--- src/rtl/alu_pkg.sv ---
// alu_pkg: shared types for the ALU issue/retire slice.
// Holds the datapath width, the {mode,opsel} operation encoding used by
// alu_32bit, the packed {c,z,o,s} flag layout and the opcode legality check.
package alu_pkg;

    localparam int unsigned DWIDTH = 32;

    // {mode,opsel} encodings understood by alu_32bit; 7, E and F are unused.
    typedef enum logic [3:0] {
        OP_ADD    = 4'h0,
        OP_SUBWB  = 4'h1,
        OP_MOV    = 4'h2,
        OP_SUB    = 4'h3,
        OP_INC    = 4'h4,
        OP_DEC    = 4'h5,
        OP_ADDINC = 4'h6,
        OP_LAND   = 4'h8,
        OP_LOR    = 4'h9,
        OP_LXOR   = 4'hA,
        OP_LNOT   = 4'hB,
        OP_MOVE   = 4'hC,
        OP_LSHL   = 4'hD
    } optype_e;

    typedef struct packed {
        logic c;
        logic z;
        logic o;
        logic s;
    } flags_t;

    function automatic logic is_legal_op(input logic [3:0] op);
        case (op)
            OP_ADD, OP_SUBWB, OP_MOV, OP_SUB, OP_INC, OP_DEC, OP_ADDINC,
            OP_LAND, OP_LOR, OP_LXOR, OP_LNOT, OP_MOVE, OP_LSHL:
                return 1'b1;
            default:
                return 1'b0;
        endcase
    endfunction

endpackage

--- src/rtl/alu_regfile.sv ---
// alu_regfile: NREGS x DWIDTH register file, two asynchronous read ports and
// one synchronous write port. r0 always reads zero and ignores writes.
module alu_regfile #(
    parameter int unsigned DWIDTH = 32,
    parameter int unsigned NREGS  = 8,
    parameter int unsigned AWIDTH = 3
) (
    input  logic              clk,
    input  logic              rst_n,
    input  logic              we_i,
    input  logic [AWIDTH-1:0] waddr_i,
    input  logic [DWIDTH-1:0] wdata_i,
    input  logic [AWIDTH-1:0] raddr1_i,
    output logic [DWIDTH-1:0] rdata1_o,
    input  logic [AWIDTH-1:0] raddr2_i,
    output logic [DWIDTH-1:0] rdata2_o
);

    logic [DWIDTH-1:0] mem_q [NREGS];

    // Storage: cleared on reset, written on a retirement to a non-zero register.
    always_ff @(posedge clk or negedge rst_n) begin
        if (!rst_n) begin
            for (int unsigned i = 0; i < NREGS; i++) begin
                mem_q[i] <= '0;
            end
        end else if (we_i && (waddr_i != '0)) begin
            mem_q[waddr_i] <= wdata_i;
        end
    end

    assign rdata1_o = (raddr1_i == '0) ? '0 : mem_q[raddr1_i];
    assign rdata2_o = (raddr2_i == '0) ? '0 : mem_q[raddr2_i];

endmodule

--- src/rtl/alu_issue_stage.sv ---
// alu_issue_stage: operand issue and retire stage feeding alu_32bit.
// Reads operands from alu_regfile into a single execute register that drives
// the combinational ALU, then retires result/flags into the register file and
// status register over a valid/ready writeback port.
// Build option ALU_ISSUE_FWD_EN: when defined, a source matching the op in
// execute takes alu_result directly (no bubble); when undefined, such an op
// is held off for one cycle and reads the register file after retirement.
module alu_issue_stage
    import alu_pkg::*;
#(
    parameter int unsigned DWIDTH = alu_pkg::DWIDTH,
    parameter int unsigned NREGS  = 8,
    parameter int unsigned AWIDTH = 3
) (
    input  logic              clk,
    input  logic              rst_n,
    input  logic              instr_valid,
    output logic              instr_ready,
    input  logic [3:0]        instr_op,
    input  logic [AWIDTH-1:0] instr_rd,
    input  logic [AWIDTH-1:0] instr_rs1,
    input  logic [AWIDTH-1:0] instr_rs2,
    input  logic              instr_imm_sel,
    input  logic [DWIDTH-1:0] instr_imm,
    output logic [DWIDTH-1:0] alu_op1,
    output logic [DWIDTH-1:0] alu_op2,
    output logic [2:0]        alu_opsel,
    output logic              alu_mode,
    input  logic [DWIDTH-1:0] alu_result,
    input  logic [3:0]        alu_flags,
    output logic              wb_valid,
    input  logic              wb_ready,
    output logic [AWIDTH-1:0] wb_rd,
    output logic [DWIDTH-1:0] wb_data,
    output logic [3:0]        status,
    output logic [7:0]        illegal_cnt
);

    // Execute register
    logic              e_valid_q, e_valid_d;
    logic [AWIDTH-1:0] e_rd_q, e_rd_d;
    logic [DWIDTH-1:0] op1_q, op1_d;
    logic [DWIDTH-1:0] op2_q, op2_d;
    logic [2:0]        opsel_q, opsel_d;
    logic              mode_q, mode_d;

    // Architectural status
    flags_t            status_q, status_d;
    logic [7:0]        ill_cnt_q, ill_cnt_d;

    // Issue/retire control
    logic              accept;
    logic              load;
    logic              retire;
    logic              stall;
    logic              hit1;
    logic              hit2;
    logic              rf_we;
    logic [DWIDTH-1:0] rf_rdata1;
    logic [DWIDTH-1:0] rf_rdata2;
    logic [DWIDTH-1:0] src1;
    logic [DWIDTH-1:0] src2;

    alu_regfile #(
        .DWIDTH (DWIDTH),
        .NREGS  (NREGS),
        .AWIDTH (AWIDTH)
    ) u_regfile (
        .clk      (clk),
        .rst_n    (rst_n),
        .we_i     (rf_we),
        .waddr_i  (e_rd_q),
        .wdata_i  (alu_result),
        .raddr1_i (instr_rs1),
        .rdata1_o (rf_rdata1),
        .raddr2_i (instr_rs2),
        .rdata2_o (rf_rdata2)
    );

    // Dependency detection against the op currently in execute (r0 never matches).
    assign hit1 = e_valid_q && (e_rd_q != '0) && (instr_rs1 == e_rd_q);
    assign hit2 = e_valid_q && (e_rd_q != '0) && !instr_imm_sel && (instr_rs2 == e_rd_q);

`ifdef ALU_ISSUE_FWD_EN
    // A dependent op can only be accepted at the producer's retire edge, so
    // alu_result is exactly the value the register file is about to take.
    assign stall = 1'b0;
    assign src1  = hit1 ? alu_result : rf_rdata1;
    assign src2  = instr_imm_sel ? instr_imm : (hit2 ? alu_result : rf_rdata2);
`else
    assign stall = hit1 || hit2;
    assign src1  = rf_rdata1;
    assign src2  = instr_imm_sel ? instr_imm : rf_rdata2;
`endif

    assign instr_ready = rst_n && (!e_valid_q || wb_ready) && !stall;
    assign accept      = instr_valid && instr_ready;
    assign load        = accept && is_legal_op(instr_op);
    assign retire      = e_valid_q && wb_ready;
    assign rf_we       = retire && (e_rd_q != '0);

    // Next state of the execute register: load wins over retire-empty.
    always_comb begin
        e_valid_d = e_valid_q;
        e_rd_d    = e_rd_q;
        op1_d     = op1_q;
        op2_d     = op2_q;
        opsel_d   = opsel_q;
        mode_d    = mode_q;
        if (load) begin
            e_valid_d = 1'b1;
            e_rd_d    = instr_rd;
            op1_d     = src1;
            op2_d     = src2;
            opsel_d   = instr_op[2:0];
            mode_d    = instr_op[3];
        end else if (retire) begin
            e_valid_d = 1'b0;
        end
    end

    // Execute register storage.
    always_ff @(posedge clk or negedge rst_n) begin
        if (!rst_n) begin
            e_valid_q <= 1'b0;
            e_rd_q    <= '0;
            op1_q     <= '0;
            op2_q     <= '0;
            opsel_q   <= '0;
            mode_q    <= 1'b0;
        end else begin
            e_valid_q <= e_valid_d;
            e_rd_q    <= e_rd_d;
            op1_q     <= op1_d;
            op2_q     <= op2_d;
            opsel_q   <= opsel_d;
            mode_q    <= mode_d;
        end
    end

    // Status capture on retirement and saturating count of dropped illegal ops.
    always_comb begin
        status_d  = status_q;
        ill_cnt_d = ill_cnt_q;
        if (retire) begin
            status_d = flags_t'(alu_flags);
        end
        if (accept && !is_legal_op(instr_op) && (ill_cnt_q != '1)) begin
            ill_cnt_d = ill_cnt_q + 8'd1;
        end
    end

    // Status and illegal-count storage.
    always_ff @(posedge clk or negedge rst_n) begin
        if (!rst_n) begin
            status_q  <= '0;
            ill_cnt_q <= '0;
        end else begin
            status_q  <= status_d;
            ill_cnt_q <= ill_cnt_d;
        end
    end

    assign alu_op1     = op1_q;
    assign alu_op2     = op2_q;
    assign alu_opsel   = opsel_q;
    assign alu_mode    = mode_q;
    assign wb_valid    = e_valid_q;
    assign wb_rd       = e_rd_q;
    assign wb_data     = alu_result;
    assign status      = status_q;
    assign illegal_cnt = ill_cnt_q;

endmodule

--- config.mk ---
export PLATFORM = sky130hd
export DESIGN_NAME = alu_issue_stage
export DESIGN_NICKNAME = d
export VERILOG_FILES = /design/src/rtl/alu_pkg.sv /design/src/rtl/alu_regfile.sv /design/src/rtl/alu_issue_stage.sv
export SDC_FILE = /design/constraint.sdc
export NUM_CORES = 1
export LEC_CHECK = 0
export CORE_MARGIN = 4
export CORE_UTILIZATION = 58
export DETAILED_ROUTE_END_ITERATION = 10
export DONT_BUFFER_PORTS = 1
export PLACE_DENSITY = 0.73
export SLEW_MARGIN = 20
export SYNTH_ARGS = -nofsm -noshare
export SYNTH_HDL_FRONTEND = slang
export SYNTH_SLANG_ARGS = --single-unit
--- constraint.sdc ---
create_clock -name clk -period 2.45 [get_ports clk]
set_input_delay 0.49 -clock clk [delete_from_list [all_inputs] [get_ports clk]]
set_output_delay 0.49 -clock clk [all_outputs]
set_load 0.005 [all_outputs]
# Word-level counts from Yosys, hierarchy flattened
# Memory sizes are Yosys's and may differ from the RTL's.
# Index checks and enable logic that the tools add are counted.
# totals
regBits	340
rom_bits	32
inputBits	86
wordCells	70
n_memories	2
# classes
n_addsub	1
order_cmp	4
n_eq_ne	3
n_mux	14
bitwise	3
reduce_logical	24
# mem_list
name	depth	width	rd	rd_ports_with_merged_regs	wr	line_no	text
(no name shown)	16	1	1	0	0	alu_pkg.sv:33	case (op)
(no name shown)	16	1	1	0	0	alu_pkg.sv:33	
# op_table
operator	n
256-bit bitwise mux	1
32-bit two-way mux	8
32-bit binary-select mux with 3-bit select	2
32-bit demux with 3-bit select	1
1-bit logical AND	14
4-bit >= comparator (second input constant)	3
3-bit inverter with 4-bit output	3
8-bit by 1-bit adder with 8-bit output (second input constant)	1
8-bit inequality test (second input constant)	1
3-bit equality test	2
3-bit zero test	2
1-bit zero test	4
4-bit by 1-bit less-than comparator with 1-bit output (second input constant)	1
3-bit nonzero test	1
1-bit logical OR	2
1-bit two-way mux	2
2-bit nonzero test	1

# Longest topological paths before layout
# Gate-level depths: netlist of run 1.
# logic_depth
ltp_word	10
ltp_mapped	8
mapped_depth_nobuf	6

# Cells and area by module
# Synthesis of run 1 repeated with hierarchy kept, for this count alone.
# unflattened
cells_unflattened	1158
hier_area_um2	15999.1
# by_module_without_submodules
mod	instances	cells_per_inst	area_per_inst_um2	seq_area_each_um2
alu_regfile	1	873	12026.5	5605.4
alu_issue_stage	1	285	3972.6	2102.0

# Worst setup path after synthesis of run 1
# Ideal clock, no wire load.
# synth_path
kind	input-to-output
start	in instr_rs2[1]
end	out instr_ready
arrival_time_ns	1.828
slack_ns	0.132
path_stages	6
path_cell_list	buf_4 xor2_1 or4_4 a21oi_4 clkbuf_1 nor2_1
# synth_via
elab_chain_len	5
# synth_rtl
item	line_no	text
start: declaration	alu_issue_stage.sv:22	input logic [AWIDTH-1:0] instr_rs2,
3-bit equality test	alu_issue_stage.sv:82	assign hit2 = e_valid_q && (e_rd_q != '0) && !instr_imm_sel && (instr_rs2 == e_rd_q);
1-bit logical AND	alu_issue_stage.sv:82	
1-bit logical OR	alu_issue_stage.sv:91	assign stall = hit1 || hit2;
1-bit zero test	alu_issue_stage.sv:96	assign instr_ready = rst_n && (!e_valid_q || wb_ready) && !stall;
1-bit logical AND	alu_issue_stage.sv:96	
end: declaration	alu_issue_stage.sv:18	output logic instr_ready,
# No other way between the ends.

# Worst setup path in the final report of run 1
# layout_path
start	reg e_rd_q[2], in the netlist wb_rd[2]
end	out instr_ready
# layout_via
elab_chain_len	7
# layout_rtl
item	line_no	text
start: declaration	alu_issue_stage.sv:41	logic [AWIDTH-1:0] e_rd_q, e_rd_d;
start signal: assignment	alu_issue_stage.sv:133	e_rd_q <= e_rd_d;
3-bit nonzero test	alu_issue_stage.sv:81, alu_issue_stage.sv:82	
1-bit logical AND	alu_issue_stage.sv:81, alu_issue_stage.sv:82	
1-bit logical AND (2 in series)	alu_issue_stage.sv:82	
1-bit logical OR (*)	alu_issue_stage.sv:91	
1-bit zero test (*)	alu_issue_stage.sv:96	
1-bit logical AND (*)	alu_issue_stage.sv:96	
# Mark *: on every way between the ends. The rest lies on a longest branch, timed or not.

==> impl_metrics.json, run 1 <==
{
  "outcome": "finished with violations",
  "violations": "negative hold slack, negative setup slack",
  "nNetsFinal": 1257,
  "yosysSeqAreaShare_pct": 49.1,
  "cts-buffers-inserted": 35,
  "synth_cell_type_count": 41,
  "power_leakage_nw": 7.30,
  "synth_edf_count": 0,
  "layout_commonest_cell": "dfrtp_1",
  "cts_num_sinks": 308,
  "top_layer_used": "met4",
  "m1WireLength_um": 16900,
  "via_per_inst": 6.76,
  "timing.final.ws_setup_ps": -52.0,
  "ys.flop_type": "dfrtp_1",
  "hpwl_um": 24100,
  "worst_pin_slew_ps": 702,
  "insertion_delay_ps": 510,
  "wl_met3_um": 3280,
  "drive_gt1_share_pct": 39.4,
  "port_buffers": 0,
  "drt-total-wl_um": 40600,
  "wl_met2_um": 19700,
  "postRouteAntennaNets": 0,
  "start_kind": "flip-flop",
  "timing.fmax_mhz": 400,
  "startpoint": "wb_rd[2]",
  "rows": 59,
  "rsz0062_at_grt": "yes",
  "period_share_pct": 102,
  "syn-num-nets": 1312,
  "path_class": "reg2out",
  "drc": 0,
  "netlist_instances": 1225,
  "worstPathMaxFanout": 5,
  "firstDrtPassIters": 5,
  "io_pins": 203,
  "fin_skew_ps": 12.1,
  "synth-async-reset-ratio_pct": 100,
  "ys_seq_elements": 308,
  "multiInputGateArea_mm2": 0.00738,
  "wire_per_inst_um": 26.5,
  "syn-cell-area_mm2": 0.0157,
  "clockRootBuffer": "clkbuf_16",
  "core_region_area_mm2": 0.0264,
  "grt_pass1_wl_um": 63400,
  "start_util_pct": 59.6,
  "slew_headroom_pct": 52.0,
  "grt_max_degree": 312,
  "placedCellCount": 1465,
  "end_kind": "output pin",
  "routed-via-count": 10400,
  "cts_max_level": 2,
  "timing.hold.ws_ps": -323,
  "reg2reg_from": "wb_rd[2]",
  "arrival_ps": 2010,
  "peakVddDrop_mv": 0.502,
  "syn2layout_area_growth_pct": 8.35,
  "hold_viol_final": 308,
  "dieHeight_um": 173,
  "fin_cells": 1532,
  "fp.dieW_um": 173,
  "clkTransAtPathRegs_ps": 60,
  "setup_viol": 1,
  "grt_pass1_vias": 10700,
  "track_usage_pct": 26.7,
  "cts_tree": "built",
  "clk_path_buf_depth": 3,
  "drtIter0Drc": 884,
  "final_cell_mix": "306 x dfrtp_1, 298 x mux2_2, 99 x o21ai_0",
  "dieArea_mm2": 0.0298,
  "hold_class": "in2async",
  "powerDensity_mw_per_mm2": 1070,
  "avgSynthCellArea_um2": 12.8,
  "overflow": 0,
  "gp_congestion": 0.795,
  "required_ps": 1960,
  "dp_worst_setup_slack_ps": 46.5,
  "slew_viol_final": 0,
  "fin_crit_ps": 2500,
  "seq_area_mm2": 0.00771,
  "antenna_found_initial": 3,
  "yosys_warnings": 0,
  "drv_cap": 0,
  "fill_cells": 2000
}
## per-stage QoR
step	TNS (ps)	cell area [um^2]	hold slack [ps]	util (%)	total power, mW
floorplan	0	15700	194	-	12.2
global placement	0	15800	202	60.1	13.0
finish	-52.0	17000	-323	64.6	18.3
CTS	-56.3	17000	-332	64.5	18.3
detailed placement	0	15800	202	60.1	13.3
global route	-93.8	17000	-340	64.6	19.3
## power by group
group / internal [mW] / switching [mW]
Clock: 3.03 / 1.99
Sequential: 7.20 / 1.65
Combinational: 2.96 / 1.44
## what timing repair did
action                                  in CTS  in global routing
gates resized for setup                      3                  4
buffers inserted                             3                  0
endpoints found under the setup margin       1                 25
hold endpoints to repair                   308                308
pin swaps                                    1                  0
## routing by layer
| metal | track usage [%] | vias to the layer above |
|---|---|---|
| li1 | - | 4474 |
| met1 | 36.2 | 5385 |
| met2 | 44.0 | 431 |
| met3 | 6.05 | 63 |
| met4 | 7.22 | 0 |
| met5 | 0 | - |
## final cells by class
cell class / instances / share of cell area, %
flip-flops and latches: 308 / 45.3
multi-input cells: 782 / 43.4
clock buffers: 57 / 6.41
well taps: 335 / 2.46
repair buffers: 43 / 2.26
clock inverters: 4 / 0.140
diodes: 3 / 0.0441
## cells in the mapped netlist, types with 28 or more instances
cell,instances,area [um^2]
mux2_4,28,420
buf_4,34,255
mux2_2,298,3360
dfrtp_1,308,7710
nand2_1,41,154
clkbuf_1,71,267
mux2i_1,33,330
mux4_2,33,743
a221oi_1,31,272
o21ai_0,99,495
nor2b_1,34,213
a2111oi_0,31,272
a22oi_1,30,225
a211oi_1,32,240
a21oi_1,35,175
## critical path: stages (launching register included)
cell	delay (ps)
dfrtp_2	450
xor2_1	180
or4_4	500
a21oi_4	200
buf_12	140
nor2_4	30
## flip-flops by register name (all words and copies together), names as in the netlist
| signal | count |
|---|---|
| alu_mode | 1 |
| alu_op2 | 32 |
| alu_op1 | 32 |
| wb_valid | 1 |
| u_regfile.mem_q | 224 |
| illegal_cnt | 8 |
| status | 4 |
| wb_rd | 3 |
| alu_opsel | 3 |
## cell families after synthesis
kind of cell             after synthesis  synth area share (%)
AND/OR/NAND/NOR                      112                  3.75
XOR/XNOR                              12                 0.669
AO/OA/AOI/OAI                        264                  11.1
adder cells (fa/ha/maj)                1                0.0797
buffers and inverters                135                  4.40
flip-flops                           308                  49.1
multiplexers                         393                  31.0
## path summary, 6_finish.rpt
path	depth (start not counted)	end	slack (ps)
worst min-delay path	0	alu_op1[21]	-320
worst max register to register	8	alu_op2[13]	110
min in group clk	1	u_regfile.mem_q[199]	120
worst min register to register	1	illegal_cnt[7]	510
max in group asynchronous	0	u_regfile.mem_q[197]	2320
worst max-delay path	5	instr_ready	-50
(Power assumes the default switching activity.)
==> run 2, diff against run 1 <==
Settings changed: CELL_PAD_IN_SITES_DETAIL_PLACEMENT from default to 1, CELL_PAD_IN_SITES_GLOBAL_PLACEMENT from default to 1, CORE_UTILIZATION 58 to 35, PLACE_DENSITY 0.73 to 0.56.
==> impl_metrics.json, run 2 (same netlist as run 1, synthesis figures left out) <==
{
  "startpoint": "wb_rd[1]",
  "violations": "negative hold slack, negative setup slack",
  "via_per_inst": 5.70,
  "critPathCapture": "instr_ready",
  "dieHeight_um": 220,
  "placedCellCount": 1732,
  "fin_crit_ps": 2490,
  "gp_congestion": 0.735,
  "rsz0062_at_grt": "yes",
  "timing.final.ws_setup_ps": -42.2,
  "max_stage_delay_ps": 550,
  "grt_pass1_wl_um": 73500,
  "top_usage_layer": "met2",
  "clk_path_buf_depth": 3,
  "peakVddDrop_mv": 0.515,
  "critical-path-top-delay-family": "simple AND/OR/NAND/NOR gates",
  "grt_use_met1_pct": 26.4,
  "firstDrtPassIters": 4,
  "drive_gt1_share_pct": 40.4,
  "slew_headroom_pct": 20.5,
  "path_buf_inv": 1,
  "powerDensity_mw_per_mm2": 1080,
  "grtUsageMet2_pct": 33.2,
  "drc": 0,
  "power_leakage_nw": 7.43,
  "post-route-util_pct": 39.6,
  "cp_num_cells": 5,
  "slew_viol_final": 0,
  "start_util_pct": 35.4,
  "timing.hold.ws_ps": -363,
  "grt_pass1_vias": 11200,
  "worstPathMaxFanout": 2,
  "core_region_area_mm2": 0.0443,
  "wire_per_inst_um": 27.1,
  "arrival_ps": 2000,
  "rrSetupSlack_ps": 130,
  "hold_class": "in2async",
  "worst_pin_slew_ps": 1190,
  "nNetsFinal": 1270,
  "antennaDiodeCount": 0,
  "fin_skew_ps": 19.1,
  "drv_cap": 0,
  "top_register": "u_regfile.mem_q",
  "layout_commonest_cell": "dfrtp_1",
  "rr_worst_depth": 7,
  "fin_cells": 1801,
  "clockRootBuffer": "clkbuf_16",
  "period_share_pct": 102,
  "end_kind": "output pin",
  "fp.dieW_um": 220,
  "required_ps": 1960,
  "largest_reg_flops": 224,
  "cts_tree": "built",
  "path_class": "reg2out",
  "rows": 77,
  "routed-via-count": 10300,
  "dp_worst_setup_slack_ps": 132,
  "grtUsageMet3_pct": 4.50,
  "drtIter0Drc": 554,
  "timing.fmax_mhz": 401,
  "setup_viol": 1,
  "io_pins": 203,
  "final_cell_mix": "307 x dfrtp_1, 298 x mux2_2, 99 x o21ai_0",
  "outcome": "finished with violations",
  "postRouteAntennaNets": 0,
  "hpwl_um": 28800,
  "clkTransAtPathRegs_ps": 60,
  "cts-buffers-inserted": 38,
  "grt_max_degree": 312,
  "cts_num_sinks": 308,
  "track_usage_pct": 20.0,
  "cp_slowest_cell": "or4_4",
  "overflow": 0,
  "r2r-end": "alu_op1[30]",
  "dieArea_mm2": 0.0483,
  "hold_viol_final": 308,
  "port_buffers": 0,
  "reg2reg_from": "wb_rd[1]",
  "syn2layout_area_growth_pct": 11.9,
  "drt-total-wl_um": 48800,
  "antenna_found_initial": 2,
  "worstPathCellList": "xor2_1 -> or4_4 -> a21oi_4 -> buf_6 -> nor2_4",
  "start_kind": "flip-flop",
  "cts_max_level": 2,
  "insertion_delay_ps": 560
}
## run 2: power by group
part	switching, mW	internal (mW)
Sequential	1.66	7.20
Clock	2.19	3.39
Combinational	1.48	2.99
Total	5.34	13.6
## run 2: metal layers
metal / up-vias / wire length, um
met2: 226 / 23400
li1: 4502 / -
met3: 67 / 2500
met1: 5468 / 21800
met4: 4 / 1080
met5: - / 28
## run 2: what timing repair did
action	4_1_cts	5_1_grt
setup endpoints to repair	1	1
pin swaps	3	0
endpoints found under the hold margin	308	308
gates resized for setup	3	1
buffers inserted	3	0
## run 2: layout make-up
cell class              count  area (um^2)
clock inverters             5         25.0
flip-flops and latches    308         7710
multi-input cells         782         7380
fillers                  4584        26800
well taps                 592          741
repair buffers             53          489
clock buffers              61         1220
## run 2: how the worst min path moves through the flow
| stage | to | slack (ps) | cells past startpoint | from |
|---|---|---|---|---|
| 6_report | u_regfile.mem_q[48] | -360 | 0 | rst_n |
| 5_1_grt | u_regfile.mem_q[176] | -380 | 0 | rst_n |
| 4_1_cts | alu_op1[23] | -390 | 0 | rst_n |
| 3_5_place_dp | alu_op1[17] | 200 | 0 | rst_n |
| 3_3_place_gp | alu_op1[17] | 210 | 0 | rst_n |
| 2_1_floorplan | alu_mode | 190 | 0 | rst_n |
## run 2: metrics by stage
stage          TNS [ps]  cell area (um^2)  power (mW)
2_1_floorplan         0             15700        12.2
3_3_place_gp          0             16300        13.2
3_5_place_dp          0             16300        13.4
4_1_cts           -78.3             17600        19.2
5_1_grt           -83.4             17600        20.1
6_report          -42.2             17600        18.9
==> run 3, diff against run 2 <==
Settings changed: GPL_TIMING_DRIVEN from default to 0, PLACE_DENSITY 0.56 to default, PLACE_DENSITY_LB_ADDON from default to 0.1.
==> impl_metrics.json, run 3 (same netlist as run 1, synthesis figures left out) <==
{
  "grt_max_degree": 312,
  "timing.hold.ws_ps": -362,
  "cts-buffers-inserted": 38,
  "timing.fmax_mhz": 364,
  "grt_pass1_wl_um": 79800,
  "postRouteAntennaNets": 0,
  "drtIter0Drc": 605,
  "firstDrtPassIters": 4,
  "slew_viol_final": 0,
  "setup_viol": 106,
  "core_region_area_mm2": 0.0443,
  "arrival_ps": 2260,
  "end_kind": "output pin",
  "powerDensity_mw_per_mm2": 1080,
  "fill_cells": 4629,
  "wire_per_inst_um": 29.0,
  "overflow": 0,
  "worst_pin_slew_ps": 1110,
  "hpwl_um": 35500,
  "largest_reg_flops": 224,
  "fin_crit_ps": 2750,
  "layout_commonest_cell": "dfrtp_1",
  "worstPathMaxFanout": 2,
  "hold_viol_final": 308,
  "start_util_pct": 35.4,
  "clkTransAtPathRegs_ps": 60,
  "slew_headroom_pct": 26.1,
  "design_area_mm2": 0.0182,
  "seq_area_mm2": 0.00771,
  "violations": "negative hold slack, negative setup slack",
  "required_ps": 1960,
  "clk_path_buf_depth": 3,
  "multiInputGateArea_mm2": 0.00738,
  "drive_gt1_share_pct": 41.2,
  "top_register": "u_regfile.mem_q",
  "fp.dieW_um": 220,
  "dp_worst_setup_slack_ps": -982,
  "rows": 77,
  "hold_class": "in2async",
  "peakVddDrop_mv": 0.593,
  "port_buffers": 0,
  "insertion_delay_ps": 560,
  "dpl_cell_area_mm2": 0.0164,
  "fin_tns_setup_ps": -14970,
  "final_cell_mix": "307 x dfrtp_1, 298 x mux2_2, 99 x o21ai_0",
  "drv_cap": 0,
  "dieArea_mm2": 0.0483,
  "post-route-util_pct": 41.1,
  "gp_congestion": 0.780,
  "via_per_inst": 5.70,
  "timing.final.ws_setup_ps": -300,
  "drt-total-wl_um": 55100,
  "power_leakage_nw": 7.78,
  "grt_pass1_vias": 11600,
  "nNetsFinal": 1367,
  "outcome": "finished with violations",
  "rsz0062_at_grt": "yes",
  "drc": 0,
  "track_usage_pct": 22.4,
  "fin_skew_ps": 14.6,
  "start_kind": "flip-flop",
  "io_pins": 203,
  "syn2layout_area_growth_pct": 16.0,
  "dieHeight_um": 220,
  "cts_num_sinks": 308,
  "path_class": "reg2out",
  "antenna_found_initial": 2,
  "period_share_pct": 112,
  "cts_max_level": 2,
  "routed-via-count": 10800,
  "cts_tree": "built",
  "clockRootBuffer": "clkbuf_16"
}
==> run 3: cell count changes in the layout (fill, tap and decap cells not counted), sizes merged <==
cell,before,now
diode,0,1
buf,53,76
bufinv,0,3
clkdlybuf4s15,0,1
clkinv,5,2
clkbuf,61,135
==> run 3: final timing paths <==
path / endpoint / slack [ps] / cells past startpoint / startpoint
worst min-delay path: alu_op1[16] / -360 / 0 / rst_n
worst max-delay path: instr_ready / -300 / 6 / wb_rd[2]
max in group asynchronous: u_regfile.mem_q[221] / 2010 / 0 / rst_n
worst max register to register: alu_mode / -280 / 11 / wb_rd[2]
worst min register to register: u_regfile.mem_q[52] / 520 / 1 / u_regfile.mem_q[52]
min in group clk: u_regfile.mem_q[199] / 70 / 1 / alu_result[7]
==> run 3: cell type report <==
cell class	instances	area share [%]
Tap cell	592	4.07
Antenna cell	1	0.0137
Clock inverter	5	0.570
Sequential cell	308	42.3
Buffer	135	4.75
Multi-Input combinational cell	782	40.5
Clock buffer	62	6.73
Timing Repair Buffer	15	1.02
==> run 3: where the power goes <==
| part | switching, mW | internal, mW | leakage [nW] |
|---|---|---|---|
| Combinational | 1.80 | 3.05 | 3.20 |
| Sequential | 1.64 | 7.20 | 3.93 |
| Clock | 2.28 | 3.72 | 0.653 |
==> run 3: metal layers <==
layer / GRT usage (%) / vias to the layer above / wire length [um]
li1: - / 4706 / -
met4: 6.28 / 2 / 1430
met1: 30.7 / 5760 / 25200
met3: 5.34 / 81 / 3260
met5: 0 / - / 13
met2: 35.7 / 287 / 25200
==> run 3: critical path, stage by stage (launching register included) <==
cell and delay [ps]:
dfrtp_2 460, buf_6 140, xor2_1 160, or4_4 510
a21oi_4 230, clkbuf_16 180, nor2_4 30
==> run 3: repair_timing <==
| action | in CTS | in global routing |
|---|---|---|
| cloned | 0 | 3 |
| pin swaps | 3 | 1 |
| buffers inserted | 7 | 5 |
| endpoints found under the setup margin | 222 | 118 |
| gates resized for setup | 45 | 54 |
| endpoints found under the hold margin | 308 | 308 |
==> run 3: metrics by stage <==
step	std cells	total power, mW
CTS	1891	19.8
global placement	1817	13.4
finish	1900	19.7
detailed placement	1817	13.6
global route	1899	20.8
floorplan	1225	12.2
